File: src/rtl/system_rst_seq.sv
// system_rst_seq: ordered multi-channel reset sequencer gated on memory
// calibration, with a latched fault state and software channel pulses.
module system_rst_seq #(
  parameter int NUM_CH      = 4,
  parameter int HOLD_CYCLES = 8,
  parameter int STEP_DELAY  = 16,
  parameter int CAL_TIMEOUT = 1048576
) (
  input  logic              clk,
  input  logic              rst,
  input  logic              ext_rstn,
  input  logic              cal_done,
  input  logic              cal_fail,
  input  logic              sw_req_valid,
  input  logic [NUM_CH-1:0] sw_req_mask,
  output logic              sw_req_ready,
  output logic [NUM_CH-1:0] rstn,
  output logic              seq_done,
  output logic              fault,
  output logic [2:0]        state
);

  localparam int HW = $clog2(HOLD_CYCLES);
  localparam int SW = (STEP_DELAY > 1) ? $clog2(STEP_DELAY) : 1;
  localparam int TW = $clog2(CAL_TIMEOUT) + 1;
  localparam int IW = $clog2(NUM_CH + 1);

  localparam logic [HW-1:0] HOLD_LAST = HW'(HOLD_CYCLES - 1);
  localparam logic [SW-1:0] STEP_LAST = SW'(STEP_DELAY - 1);
  localparam logic [TW-1:0] TO_LIMIT  = TW'(CAL_TIMEOUT);
  localparam logic [IW-1:0] IDX_END   = IW'(NUM_CH);

  typedef enum logic [2:0] {
    S_RESET = 3'd0,
    S_WAIT  = 3'd1,
    S_REL   = 3'd2,
    S_DONE  = 3'd3,
    S_PULSE = 3'd4,
    S_FAULT = 3'd5
  } state_e;

  logic [1:0]        sync_q;
  logic [1:0]        prime_q;
  logic              ext_low;
  logic              cal_bad;

  state_e            state_q, state_d;
  logic [NUM_CH-1:0] rstn_q, rstn_d;
  logic [HW-1:0]     hold_q, hold_d;
  logic [SW-1:0]     step_q, step_d;
  logic [TW-1:0]     to_q, to_d;
  logic [IW-1:0]     idx_q, idx_d;

  // The synchroniser's cleared value is not a real request: ignore it
  // until both stages have been loaded from ext_rstn.
  always_ff @(posedge clk) begin
    if (rst) begin
      sync_q  <= '0;
      prime_q <= '0;
    end else begin
      sync_q  <= {sync_q[0], ext_rstn};
      prime_q <= {prime_q[0], 1'b1};
    end
  end

  assign ext_low = prime_q[1] & ~sync_q[1];
  assign cal_bad = cal_fail | ~cal_done;

  always_ff @(posedge clk) begin
    if (rst) begin
      state_q <= S_RESET;
      rstn_q  <= '0;
      hold_q  <= '0;
      step_q  <= '0;
      to_q    <= '0;
      idx_q   <= '0;
    end else begin
      state_q <= state_d;
      rstn_q  <= rstn_d;
      hold_q  <= hold_d;
      step_q  <= step_d;
      to_q    <= to_d;
      idx_q   <= idx_d;
    end
  end

  always_comb begin
    state_d = state_q;
    rstn_d  = rstn_q;
    hold_d  = hold_q;
    step_d  = step_q;
    to_d    = to_q;
    idx_d   = idx_q;
    if (ext_low) begin
      state_d = S_RESET;
      rstn_d  = '0;
      hold_d  = '0;
      step_d  = '0;
      to_d    = '0;
      idx_d   = '0;
    end else begin
      unique case (state_q)
        S_RESET: begin
          if (hold_q == HOLD_LAST) begin
            state_d = S_WAIT;
            hold_d  = '0;
            to_d    = '0;
          end else begin
            hold_d = hold_q + HW'(1);
          end
        end
        S_WAIT: begin
          if (cal_fail) begin
            state_d = S_FAULT;
            rstn_d  = '0;
          end else if (cal_done) begin
            state_d = S_REL;
            step_d  = '0;
            idx_d   = '0;
          end else if (to_q >= TO_LIMIT) begin
            state_d = S_FAULT;
            rstn_d  = '0;
          end else if (to_q != '1) begin
            to_d = to_q + TW'(1);
          end
        end
        S_REL: begin
          if (cal_bad) begin
            state_d = S_FAULT;
            rstn_d  = '0;
          end else if (idx_q == IDX_END) begin
            state_d = S_DONE;
          end else if (step_q == STEP_LAST) begin
            rstn_d = rstn_q | (NUM_CH'(1) << idx_q);
            idx_d  = idx_q + IW'(1);
            step_d = '0;
          end else begin
            step_d = step_q + SW'(1);
          end
        end
        S_DONE: begin
          if (cal_bad) begin
            state_d = S_FAULT;
            rstn_d  = '0;
          end else if (sw_req_valid && (sw_req_mask != '0)) begin
            state_d = S_PULSE;
            rstn_d  = rstn_q & ~sw_req_mask;
            hold_d  = '0;
          end
        end
        S_PULSE: begin
          if (cal_bad) begin
            state_d = S_FAULT;
            rstn_d  = '0;
          end else if (hold_q == HOLD_LAST) begin
            state_d = S_DONE;
            rstn_d  = '1;
            hold_d  = '0;
          end else begin
            hold_d = hold_q + HW'(1);
          end
        end
        S_FAULT: begin
          rstn_d = '0;
        end
        default: begin
          state_d = S_RESET;
          rstn_d  = '0;
        end
      endcase
    end
  end

  assign rstn         = rstn_q;
  assign state        = state_q;
  assign seq_done     = (state_q == S_DONE);
  assign fault        = (state_q == S_FAULT);
  assign sw_req_ready = (state_q == S_DONE);

endmodule

File: config.mk
export PLATFORM = sky130hd
export DESIGN_NAME = system_rst_seq
export DESIGN_NICKNAME = d
export VERILOG_FILES = /design/src/rtl/system_rst_seq.sv
export SDC_FILE = /design/constraint.sdc
export NUM_CORES = 1
export LEC_CHECK = 0
export ABC_AREA = 0
export BUFFER_PORTS_ARGS = -buffer_cell sky130_fd_sc_hd__buf_2
export CAP_MARGIN = 20
export CORE_MARGIN = 10
export CORE_UTILIZATION = 59
export CTS_BUF_LIST = sky130_fd_sc_hd__clkbuf_16
export CTS_CLUSTER_SIZE = 8
export DETAILED_ROUTE_END_ITERATION = 10
export PLACE_DENSITY = 0.79
export SLEW_MARGIN = 20
export SYNTH_ARGS = -nofsm -noshare
export SYNTH_HDL_FRONTEND = slang
export SYNTH_SLANG_ARGS = --single-unit
File: constraint.sdc
create_clock -name clk -period 2.4 [get_ports clk]
set_input_delay 0.24 -clock clk [delete_from_list [all_inputs] [get_ports clk]]
set_output_delay 0.24 -clock clk [all_outputs]
set_load 0.01 [all_outputs]
==> flow_metrics.py <==
metrics = {
    "yosys": {
        "synth-edff-count": 0,
        "synthesis.area_per_instance_sq_um": 8.253,
        "seq_area_frac_synth": 0.3705,
        "synth-async-reset-ratio": 0,
        "yosysWarningCount": 0,
        "yosysUniqueCellTypes": 51,
        "synth_cells": 275,
        "synth_nets": 294,
        "synth_top_cell_by_area": "dfxtp_1",
        "netlist_area_sq_um": 2270,
        "netlist_top_cells_area": "dfxtp_1, nor2_1, ha_1",
        "ys.flop_type": "dfxtp_1",
        "synth_top_area_share": 0.3705,
        "synth_seq_cells": 42,
    },
    "sta": {
        "setup_ws_ps": 246.1,
        "min_period_over_period": 0.8974,
        "final.min_clock_period_ps": 2154,
        "tightest_slew_ps": 767.6,
        "rsz_0062_raised_after_global_routing": "false",
        "fin_skew_ps": 5.075,
        "fmax_mhz": 464.3,
        "timing.setup.tns_ps": 0,
        "timing.hold.ws_ps": 159.1,
        "slew_viol_final": 0,
        "hold_violations": 0,
        "setup_viol": 0,
        "slew_headroom": 0.4882,
    },
    "worst_setup_path": {
        "critPathRequiredTime_ps": 2600,
        "cp.arrival_ps": 2350,
        "cp_max_fo": 20,
        "worstSetupEndpointType": "register",
        "critical_path_startpoint_category": "register",
        "crit_type": "reg2reg",
    },
    "clock_tree": {
        "cts.sinks": 42,
        "clock_insertion_delay_worst_skew_ps": 290,
        "htreeDepth": 2,
        "cts_buffer_depth": 2,
        "cts-resized-gates": 0,
        "cts.clk_slew.worst_paths_ps": 60,
        "clockRootBuffer": "clkbuf_16",
        "cts_tree": "done",
        "post_cts.repair.setup_buffers": 0,
        "post_cts_hold_buffer_count": 0,
        "cts_buffers": 5,
    },
    "finish": {
        "final.fill_count": 300,
        "design_area_sq_um": 2603,
        "multi_input_comb_area_sq_um": 1344,
        "syn2layout_area_growth_pct": 14.66,
        "mostFrequentLayoutCells": "dfxtp_1, nor2_1, a21oi_1, buf_2, nand2_1",
        "fin_nets": 316,
        "final_cell_count_no_fill": 346,
        "fraction_of_final_layout_cells_with_drive_strength_greater_than_1": 0.1477,
        "antenna_cells_inserted": 0,
        "layout.area.seq_sq_um": 840.8,
        "final_common_cell": "dfxtp_1",
        "layout.core_utilization": 0.7056,
    },
    "floorplan": {
        "initial_core_utilization": 0.6153,
        "fp.dieArea_sq_um": 6728,
        "core_sq_um": 3689,
        "die-height_um": 82.03,
        "design.portCount": 20,
        "floorplan.rows": 22,
        "fp.dieW_um": 82.03,
    },
    "detailed_routing": {
        "initialDrtViolationCount": 127,
        "post_drt_via_cell_ratio": 5.983,
        "total_routed_length_mm": 5.067,
        "firstDrtPassIters": 4,
        "postRouteAntennaNets": 0,
        "route.detailed.wl_per_inst_um": 14.64,
        "routed_vias": 2070,
        "drc": 0,
    },
    "grt": {
        "grt_start_max_net_pins": 24,
        "antenna_found_initial": 0,
        "groute.usage.overall": 0.1574,
        "globalRouteOverflowTotal": 0,
        "grt_pass1_wl_mm": 8.500,
        "first_global_vias": 1885,
    },
    "place": {
        "dpl.hpwl_mm": 3.594,
        "port-buffer-count": 19,
        "dpl.cell_count": 338,
        "place_ws_ps": 324.4,
        "globalplace.congestion": 0.7993,
        "placed_inst_area_sq_um": 2437,
    },
    "flow_run": {
        "cap_violations": 0,
    },
    "run_status": {
        "run_status": "complete, no violations",
    },
    "power": {
        "irDropWorstVdd_mv": 0.4303,
        "cellLeakagePower_nw": 0.9191,
        "power.total_mw": 1.520,
        "power-per-cell-area_nw_per_um2": 584.1,
    },
    "hold_path": {
        "hold_path.class": "in2reg",
    },
}
cells in the mapped netlist (7+ instances only):
master and count:
nor3_1 12, nor4_1 7, xnor2_1 11, inv_1 12, a21oi_1 21, nor2_1 34, o21ai_0 9, dfxtp_1 42
nand3_1 9, clkbuf_1 7, ha_1 9, nand2_1 18
registers in the layout, indices dropped and copies added, names as in the netlist:
signal,cells
to_q,21
rstn,4
step_q,4
hold_q,3
idx_q,3
state,3
prime_q,2
sync_q,2
routing by layer:
| layer | wire length [um] | track usage | vias to the layer above |
|---|---|---|---|
| li1 | - | - | 1056 |
| met1 | 2345 | 0.1849 | 955 |
| met2 | 2393 | 0.2594 | 48 |
| met3 | 256 | 0.04476 | 11 |
| met4 | 72 | 0.07313 | 0 |
| met5 | 0 | 0 | - |
worst paths after layout:
kind / startpoint / endpoint / slack (ps) / cells past startpoint
hold reg to reg: prime_q[0] / prime_q[1] / 430 / 1
hold / removal: rst / prime_q[0] / 160 / 2
setup / recovery: state[2] / idx_q[0] / 250 / 5
setup reg to reg: state[2] / idx_q[0] / 250 / 5
logic make-up after synthesis:
family | after synthesis | share of synthesized area
and+or+nand+nor | 119 | 0.2833
AOI/OAI and AO/OA | 69 | 0.2045
DFF | 42 | 0.3705
buffers and inverters | 23 | 0.04079
xor gates and xnor gates | 11 | 0.04245
adders and majority gates | 9 | 0.04961
muxes | 2 | 0.008821
final cells by class:
cell class / instances / share of cell area
Multi-Input combinational cell: 210 / 0.5163
Sequential cell: 42 / 0.3231
Timing Repair Buffer: 26 / 0.05673
Clock buffer: 5 / 0.04808
Tap cell: 48 / 0.02308
Inverter: 12 / 0.01731
Clock inverter: 3 / 0.01538
report_power, final:
| group | internal, mW | switching (mW) | total, mW | leakage (nW) |
|---|---|---|---|---|
| Sequential | 0.704 | 0.00322 | 0.707 | 0.340 |
| Combinational | 0.0193 | 0.0348 | 0.0540 | 0.496 |
| Clock | 0.486 | 0.272 | 0.759 | 0.0836 |
| Total | 1.21 | 0.310 | 1.52 | 0.919 |
worst max-delay path, cell delays in order, from the launching register on:
cell	delay, ps
dfxtp_1	490
nor3b_1	650
a21oi_1	270
nor3_2	400
nand4_1	140
o31ai_1	100
Note: power is estimated with default switching activity, not from simulation.
